==> config.mk <==
export PLATFORM = sky130hd
export DESIGN_NAME = uart_tx_bus
export DESIGN_NICKNAME = d
export VERILOG_FILES = /design/src/rtl/uart_pkg.sv /design/src/rtl/sync_fifo.sv /design/src/rtl/uart_tx_bus.sv
export SDC_FILE = /design/constraint.sdc
export NUM_CORES = 1
export LEC_CHECK = 0
export BUFFER_PORTS_ARGS = -buffer_cell sky130_fd_sc_hd__buf_2
export CORE_MARGIN = 2
export CORE_UTILIZATION = 35
export CTS_CLUSTER_SIZE = 14
export DETAILED_ROUTE_END_ITERATION = 12
export GPL_ROUTABILITY_DRIVEN = 0
export PLACE_DENSITY = 0.6
export RECOVER_POWER = 50
export SLEW_MARGIN = 20
export SYNTH_ARGS = -nofsm -noshare
export SYNTH_HDL_FRONTEND = slang
export SYNTH_HIERARCHICAL = 1
export SYNTH_SLANG_ARGS = --single-unit
==> constraint.sdc <==
create_clock -name clk -period 7.65 [get_ports clk]
set_input_delay 0.765 -clock clk [delete_from_list [all_inputs] [get_ports clk]]
set_output_delay 0.765 -clock clk [all_outputs]
set_load 0.01 [all_outputs]
==> src/rtl/uart_pkg.sv <==
// Shared constants for the memory-mapped UART transmitter: register offsets,
// STATUS bit layout and transmit FSM state encodings.
package uart_pkg;

    localparam logic [1:0] OFF_TXDATA = 2'd0;
    localparam logic [1:0] OFF_STATUS = 2'd1;
    localparam logic [1:0] OFF_CTRL   = 2'd2;

    localparam int ST_FULL   = 0;
    localparam int ST_EMPTY  = 1;
    localparam int ST_BUSY   = 2;
    localparam int ST_OVF    = 3;
    localparam int ST_CNT_LO = 4;
    localparam int ST_CNT_HI = 12;

    localparam logic [1:0] S_IDLE  = 2'd0;
    localparam logic [1:0] S_START = 2'd1;
    localparam logic [1:0] S_DATA  = 2'd2;
    localparam logic [1:0] S_STOP  = 2'd3;

    function automatic logic [63:0] status_word(
        input logic       full,
        input logic       empty,
        input logic       busy,
        input logic       ovf,
        input logic [8:0] cnt
    );
        logic [63:0] w;
        w                      = 64'd0;
        w[ST_FULL]             = full;
        w[ST_EMPTY]            = empty;
        w[ST_BUSY]             = busy;
        w[ST_OVF]              = ovf;
        w[ST_CNT_HI:ST_CNT_LO] = cnt;
        return w;
    endfunction

endpackage

==> src/rtl/sync_fifo.sv <==
// Single-clock show-ahead FIFO; pushes when full and pops when empty are ignored.
module sync_fifo #(
    parameter int WIDTH = 8,
    parameter int DEPTH = 16
) (
    input  logic                     clk,
    input  logic                     rst_n,
    input  logic                     push,
    input  logic [WIDTH-1:0]         push_data,
    input  logic                     pop,
    output logic [WIDTH-1:0]         pop_data,
    output logic                     full,
    output logic                     empty,
    output logic [$clog2(DEPTH):0]   count
);
    localparam int AW = $clog2(DEPTH);

    logic [WIDTH-1:0] mem_r [DEPTH];
    logic [AW-1:0]    wr_ptr_r;
    logic [AW-1:0]    rd_ptr_r;
    logic [AW:0]      count_r;
    logic [AW:0]      count_nxt_s;
    logic             push_ok_s;
    logic             pop_ok_s;

    assign full      = (count_r == (AW+1)'(DEPTH));
    assign empty     = (count_r == '0);
    assign count     = count_r;
    assign pop_data  = mem_r[rd_ptr_r];
    assign push_ok_s = push & ~full;
    assign pop_ok_s  = pop & ~empty;

    // occupancy update from accepted push/pop
    always_comb begin
        count_nxt_s = count_r;
        case ({push_ok_s, pop_ok_s})
            2'b10:   count_nxt_s = count_r + (AW+1)'(1'b1);
            2'b01:   count_nxt_s = count_r - (AW+1)'(1'b1);
            default: count_nxt_s = count_r;
        endcase
    end

    // pointers and occupancy
    always_ff @(posedge clk or negedge rst_n) begin
        if (!rst_n) begin
            wr_ptr_r <= '0;
            rd_ptr_r <= '0;
            count_r  <= '0;
        end else begin
            if (push_ok_s) wr_ptr_r <= wr_ptr_r + AW'(1'b1);
            if (pop_ok_s)  rd_ptr_r <= rd_ptr_r + AW'(1'b1);
            count_r <= count_nxt_s;
        end
    end

    // storage array, written only on accepted pushes
    always_ff @(posedge clk) begin
        if (push_ok_s) mem_r[wr_ptr_r] <= push_data;
    end

endmodule

==> src/rtl/uart_tx_bus.sv <==
// Bus-attached 8N1 UART transmitter: register decode, byte FIFO, serialiser FSM
// and a registered transmit-idle interrupt.
module uart_tx_bus
    import uart_pkg::*;
#(
    parameter int          CLK_HZ     = 50000000,
    parameter int          BAUD       = 115200,
    parameter int          FIFO_DEPTH = 16,
    parameter logic [63:0] BASE_ADDR  = 64'h8000_0000
) (
    input  logic        clk,
    input  logic        reset,
    input  logic [63:0] bus_address,
    input  logic [63:0] bus_write_data,
    input  logic        bus_write_enable,
    input  logic        bus_read_enable,
    output logic [63:0] bus_read_data,
    output logic        uart_tx,
    output logic        tx_irq
);
    localparam int            DIV       = CLK_HZ / BAUD;
    localparam int            CW        = $clog2(DIV);
    localparam int            AW        = $clog2(FIFO_DEPTH);
    localparam logic [CW-1:0] BAUD_LAST = CW'(DIV - 1);

    logic        sel_s;
    logic [1:0]  off_s;
    logic        wr_en_q_r, rd_en_q_r;
    logic        wr_pulse_s, rd_pulse_s;
    logic        push_req_s, push_s, pop_s;
    logic        ovf_r, ovf_nxt_s, ovf_set_s, ovf_clr_s;
    logic        irq_en_r, irq_en_nxt_s, ctrl_wr_s;
    logic [63:0] rdata_r, rdata_nxt_s, rd_word_s;
    logic [7:0]  fifo_data_s;
    logic        fifo_full_s, fifo_empty_s;
    logic [AW:0] fifo_count_s;

    logic [1:0]    state_r, state_nxt_s;
    logic [CW-1:0] baud_cnt_r, baud_nxt_s;
    logic          baud_done_s;
    logic [2:0]    bit_idx_r, bit_nxt_s;
    logic [7:0]    shift_r, shift_nxt_s;
    logic          tx_r, tx_nxt_s;
    logic          irq_r, irq_nxt_s;
    logic          unused_s;

    assign unused_s = ^{bus_write_data[63:8], bus_address[2:0]};

    assign sel_s       = (bus_address[63:5] == BASE_ADDR[63:5]);
    assign off_s       = bus_address[4:3];
    assign wr_pulse_s  = bus_write_enable & ~wr_en_q_r & sel_s;
    assign rd_pulse_s  = bus_read_enable & ~rd_en_q_r & sel_s;
    assign push_req_s  = wr_pulse_s & (off_s == OFF_TXDATA);
    // A byte arriving at a full FIFO is lost even if the shifter pops this cycle.
    assign push_s      = push_req_s & ~fifo_full_s;
    assign ovf_set_s   = push_req_s & fifo_full_s;
    assign ovf_clr_s   = rd_pulse_s & (off_s == OFF_STATUS);
    assign ctrl_wr_s   = wr_pulse_s & (off_s == OFF_CTRL);
    assign baud_done_s = (baud_cnt_r == BAUD_LAST);

    sync_fifo #(
        .WIDTH (8),
        .DEPTH (FIFO_DEPTH)
    ) u_fifo (
        .clk       (clk),
        .rst_n     (reset),
        .push      (push_s),
        .push_data (bus_write_data[7:0]),
        .pop       (pop_s),
        .pop_data  (fifo_data_s),
        .full      (fifo_full_s),
        .empty     (fifo_empty_s),
        .count     (fifo_count_s)
    );

    // register-file next values and read mux
    always_comb begin
        ovf_nxt_s    = ovf_r;
        irq_en_nxt_s = irq_en_r;
        rd_word_s    = 64'd0;
        if (ovf_set_s) begin
            ovf_nxt_s = 1'b1;
        end else if (ovf_clr_s) begin
            ovf_nxt_s = 1'b0;
        end else begin
            ovf_nxt_s = ovf_r;
        end
        if (ctrl_wr_s) begin
            irq_en_nxt_s = bus_write_data[0];
        end else begin
            irq_en_nxt_s = irq_en_r;
        end
        if (sel_s) begin
            case (off_s)
                OFF_STATUS: rd_word_s = status_word(fifo_full_s, fifo_empty_s,
                                                    (state_r != S_IDLE), ovf_r,
                                                    9'(fifo_count_s));
                OFF_CTRL:   rd_word_s = {63'd0, irq_en_r};
                default:    rd_word_s = 64'd0;
            endcase
        end else begin
            rd_word_s = 64'd0;
        end
        if (bus_read_enable) begin
            rdata_nxt_s = rd_word_s;
        end else begin
            rdata_nxt_s = rdata_r;
        end
    end

    // bus-side registers
    always_ff @(posedge clk or negedge reset) begin
        if (!reset) begin
            wr_en_q_r <= 1'b0;
            rd_en_q_r <= 1'b0;
            ovf_r     <= 1'b0;
            irq_en_r  <= 1'b0;
            rdata_r   <= 64'd0;
        end else begin
            wr_en_q_r <= bus_write_enable;
            rd_en_q_r <= bus_read_enable;
            ovf_r     <= ovf_nxt_s;
            irq_en_r  <= irq_en_nxt_s;
            rdata_r   <= rdata_nxt_s;
        end
    end

    // FSM state register
    always_ff @(posedge clk or negedge reset) begin
        if (!reset) begin
            state_r <= S_IDLE;
        end else begin
            state_r <= state_nxt_s;
        end
    end

    // FSM next-state logic
    always_comb begin
        state_nxt_s = state_r;
        case (state_r)
            S_IDLE: begin
                if (!fifo_empty_s) state_nxt_s = S_START;
                else               state_nxt_s = S_IDLE;
            end
            S_START: begin
                if (baud_done_s) state_nxt_s = S_DATA;
                else             state_nxt_s = S_START;
            end
            S_DATA: begin
                if (baud_done_s && (bit_idx_r == 3'd7)) state_nxt_s = S_STOP;
                else                                    state_nxt_s = S_DATA;
            end
            S_STOP: begin
                if (baud_done_s) state_nxt_s = fifo_empty_s ? S_IDLE : S_START;
                else             state_nxt_s = S_STOP;
            end
            default: state_nxt_s = S_IDLE;
        endcase
    end

    // FSM outputs: pop, shifter/counters and the line level for the next state
    always_comb begin
        pop_s = 1'b0;
        case (state_r)
            S_IDLE:  pop_s = ~fifo_empty_s;
            S_STOP:  pop_s = baud_done_s & ~fifo_empty_s;
            default: pop_s = 1'b0;
        endcase

        if (pop_s) begin
            shift_nxt_s = fifo_data_s;
            bit_nxt_s   = 3'd0;
        end else if ((state_r == S_DATA) && baud_done_s) begin
            shift_nxt_s = {1'b0, shift_r[7:1]};
            bit_nxt_s   = bit_idx_r + 3'd1;
        end else begin
            shift_nxt_s = shift_r;
            bit_nxt_s   = bit_idx_r;
        end

        if ((state_r == S_IDLE) || baud_done_s) begin
            baud_nxt_s = '0;
        end else begin
            baud_nxt_s = baud_cnt_r + CW'(1'b1);
        end

        // Line level is computed from the next state so the flop tracks the FSM with no lag.
        case (state_nxt_s)
            S_START: tx_nxt_s = 1'b0;
            S_DATA:  tx_nxt_s = shift_nxt_s[0];
            default: tx_nxt_s = 1'b1;
        endcase

        irq_nxt_s = irq_en_r & fifo_empty_s & (state_r == S_IDLE);
    end

    // serialiser datapath and output flops
    always_ff @(posedge clk or negedge reset) begin
        if (!reset) begin
            baud_cnt_r <= '0;
            bit_idx_r  <= 3'd0;
            shift_r    <= 8'd0;
            tx_r       <= 1'b1;
            irq_r      <= 1'b0;
        end else begin
            baud_cnt_r <= baud_nxt_s;
            bit_idx_r  <= bit_nxt_s;
            shift_r    <= shift_nxt_s;
            tx_r       <= tx_nxt_s;
            irq_r      <= irq_nxt_s;
        end
    end

    assign uart_tx       = tx_r;
    assign tx_irq        = irq_r;
    assign bus_read_data = rdata_r;

endmodule

==> results.cfg <==
[status]
status = complete, but fails checks
violations = capacitance limit, slew limit

[synthesis]
synth_edf_count = 128
synth_top_area_share_pct = 47.20
synth_seq_cells = 178
yosysWarnings = 6
synth_ff_type = edfxtp_1
yosys.area.top_type = edfxtp_1
synth_adder_area_share_pct = 3.319
synthArstFlopShare_pct = 28.09
synth_compound_area_share_pct = 6.008
synth_area_per_cell_um2 = 14.67
synth_top_family_by_area = multiplexers
synth.cell_area_mm2 = 0.008143
synthMuxAreaShare_pct = 10.11
yosys.cell_types.count = 61
synth_xor_area_share_pct = 2.028
seq_area_frac_synth_pct = 62.58
synthCells = 555
yosys.area_share.simple_pct = 7.790
synthTopCellsByArea = edfxtp_1, dfrtp_1, buf_4, mux2i_1, mux4_2

[clocking]
clock-sinks = 178
post_cts_buffers = 0
root_buffer = clkbuf_16
clk_path_buf_depth = 2
clk_pin_slew_ns = 0.07
numCtsBuffers = 17
clock_latency_ns = 0.43
cts_tree = yes
post_cts_resized = 0
htree_levels = 4
hold_buffers = 0

[placement]
place_ws_ns = 3.419
io_buffer_count = 83
place_hpwl_um = 10980

[drt]
routed_via_density = 4.976
drc = 0
drt-total-wl_um = 16270
post_drt_wl_per_cell_um = 17.42
ant_nets = 0
first_iter_violations = 283
dr.pass1.iters = 4
vias = 4648

[timing]
hold_viol = 0
max_freq_ghz = 0.2626
rsz0062_at_grt = no
min_period_ns = 3.808
layout_setup_ws_ns = 3.842
clock_skew_ns = 0.004848
final-setup-viol-count = 0
fin_tns_setup_ns = 0
fin_crit_sh_pct = 49.78
worstMarginPinSlew_ns = 2.706
drv_slew = 51
max-slew-margin-rel_pct = -80.37

[global_route]
grt_pass1_wl_um = 25510
overflow = 0
track_usage_pct = 13.88
antenna_found_initial = 0
grt_start_max_net_pins = 52
grt_pass1_vias = 4716

[setup_path]
cp_max_fo = 9
slowest_stage = fa_1
endpoint_kind = flip-flop
worstPathArrival_ns = 4.16
cpPeakStageDelay_ns = 0.43
cp-start-kind = input port
crit_required_ns = 8.00
path_cells = buf_2, nor4_1, nand4_1, nor4_4, nand4b_1, nor2_1, o31a_1, inv_1, ha_1, fa_1, a21o_1, a21oi_1, mux2i_1, xnor2_1
critPathKind = input port to flip-flop

[pwr]
p_leak_nw = 3.573
ir_drop_uv = 168.5
p_per_area_mw_per_mm2 = 215.9

[job]
cap_violations = 1

[cells_and_area]
nNetsFinal = 789
antennaDiodeCount = 0
drive_above_1_share_pct = 22.34
syn2layout_area_growth_pct = 12.57

[floorplan]
fp.dieH_um = 156.5
dieWidth_um = 156.5
start_util_pct = 35.86
io_pins = 198
core_mm2 = 0.02271
die_area_mm2 = 0.02450
rows = 55

[worst_hold_path]
hold_path.class = flip-flop to flip-flop
-- cells in the final DEF (no fill, tap or decap), types with 4 or more instances in the layout --
master     synthesis  layout
ha_1              20      20
edfxtp_1         128     128
dfrtp_1           49      48
clkbuf_1           3      11
nor3_2             0       4
nor4_2             4       4
buf_2              2      72
a21oi_1            6       6
mux4_2            16      16
clkbuf_16          0      17
inv_1             20      20
mux2i_1           41      41
a221oi_1          15      15
xnor2_1           10      10
conb_1             1      55
xor2_1             7       7
nand2_1           30      30
nor4_1             9       9
nor2_1            26      26
nand4_1            4       4
nand3_1            7       7
inv_8              0       6
a22oi_1            8       8
a22o_1             9       9
and3_1             4       4
o21ai_0           18      18
-- power breakdown --
group | switching [mW] | leakage, nW | total, mW | internal [mW]
logic | 0.0370 | 1.45 | 0.0512 | 0.0142
clock network | 0.393 | 0.300 | 0.892 | 0.499
registers | 0.000199 | 1.82 | 1.04 | 1.04
-- area by class of cell --
cell class              instances  area [um2]
inverters                      21       78.83
multi-input cells             333        2601
flip-flops and latches        178        5097
repair buffers                 85       416.7
clock inverters                15       190.2
clock buffers                  17       425.4
well taps                     285       356.6
fillers                      2044       13540
-- cell usage after synthesis, types with 9 or more instances --
library cell / instances
edfxtp_1: 128
buf_4: 61
dfrtp_1: 49
mux2i_1: 41
nand2_1: 30
nor2_1: 26
ha_1: 20
inv_1: 20
o21ai_0: 18
mux4_2: 16
a221oi_1: 15
xnor2_1: 10
a22o_1: 9
nor4_1: 9
-- metrics by stage --
step | power, mW | std cells | area (um2) | utilization, % | hold WS, ns
after detailed placement | 1.108 | 902 | 8572 | 37.75 | 0.4965
final | 1.979 | 934 | 9166 | 40.36 | 0.5083
after floorplan | 1.093 | 609 | 8346 | - | 0.4658
after global placement | 1.106 | 902 | 8552 | 37.66 | 0.4969
after CTS | 2.001 | 934 | 9188 | 40.46 | 0.4735
after global routing | 2.041 | 934 | 9166 | 40.36 | 0.5032
-- per-layer routing --
metal,GRT usage (%),up-vias,part of all wire [%]
met5,0,-,0
met4,4.718,0,1.3
met3,3.185,16,4.6
met2,25.01,138,53
met1,16.29,2371,41
li1,-,2123,-
-- registers in the layout, summed over array words and instances (netlist names), 2 cells and up --
register	count
bus_read_data	9
u_fifo/count	5
u_fifo/rd_ptr_r	4
state_r	2
shift_r	8
u_fifo/wr_ptr_r	4
u_fifo/mem_r	128
baud_cnt_r	9
bit_idx_r	3
-- path summary, 6_finish.rpt --
check / start / endpoint / slack (ns) / depth (start not counted)
max in group asynchronous: reset / u_fifo/rd_ptr_r[0] / 4.73 / 1
min in group asynchronous: reset / bus_read_data[4] / 1.18 / 1
worst min register to register: baud_cnt_r[0] / baud_cnt_r[0] / 0.51 / 1
worst max register to register: u_fifo/count[1] / u_fifo/count[4] / 4.12 / 10
worst min-delay path: baud_cnt_r[0] / baud_cnt_r[0] / 0.51 / 1
worst max-delay path: bus_address[10] / u_fifo/count[4] / 3.84 / 14
-- logic make-up after synthesis --
logic type | Yosys count
AOI/OAI and AO/OA | 67
xor gates and xnor gates | 18
adders and majority gates | 21
buffers and inverters | 98
DFF | 178
muxes | 61
other | 1
and+or+nand+nor | 111
-- worst max-delay path: cells and delay by family --
| family | cells | cell delay, ns |
|---|---|---|
| AO/OA/AOI/OAI | 3 | 0.76 |
| XOR/XNOR | 1 | 0.14 |
| adder cells (fa/ha/maj) | 2 | 0.73 |
| buffers and inverters | 2 | 0.19 |
| multiplexers | 1 | 0.26 |
| AND/OR/NAND/NOR | 5 | 1.32 |
No activity file was read; power rests on OpenSTA's default activity.
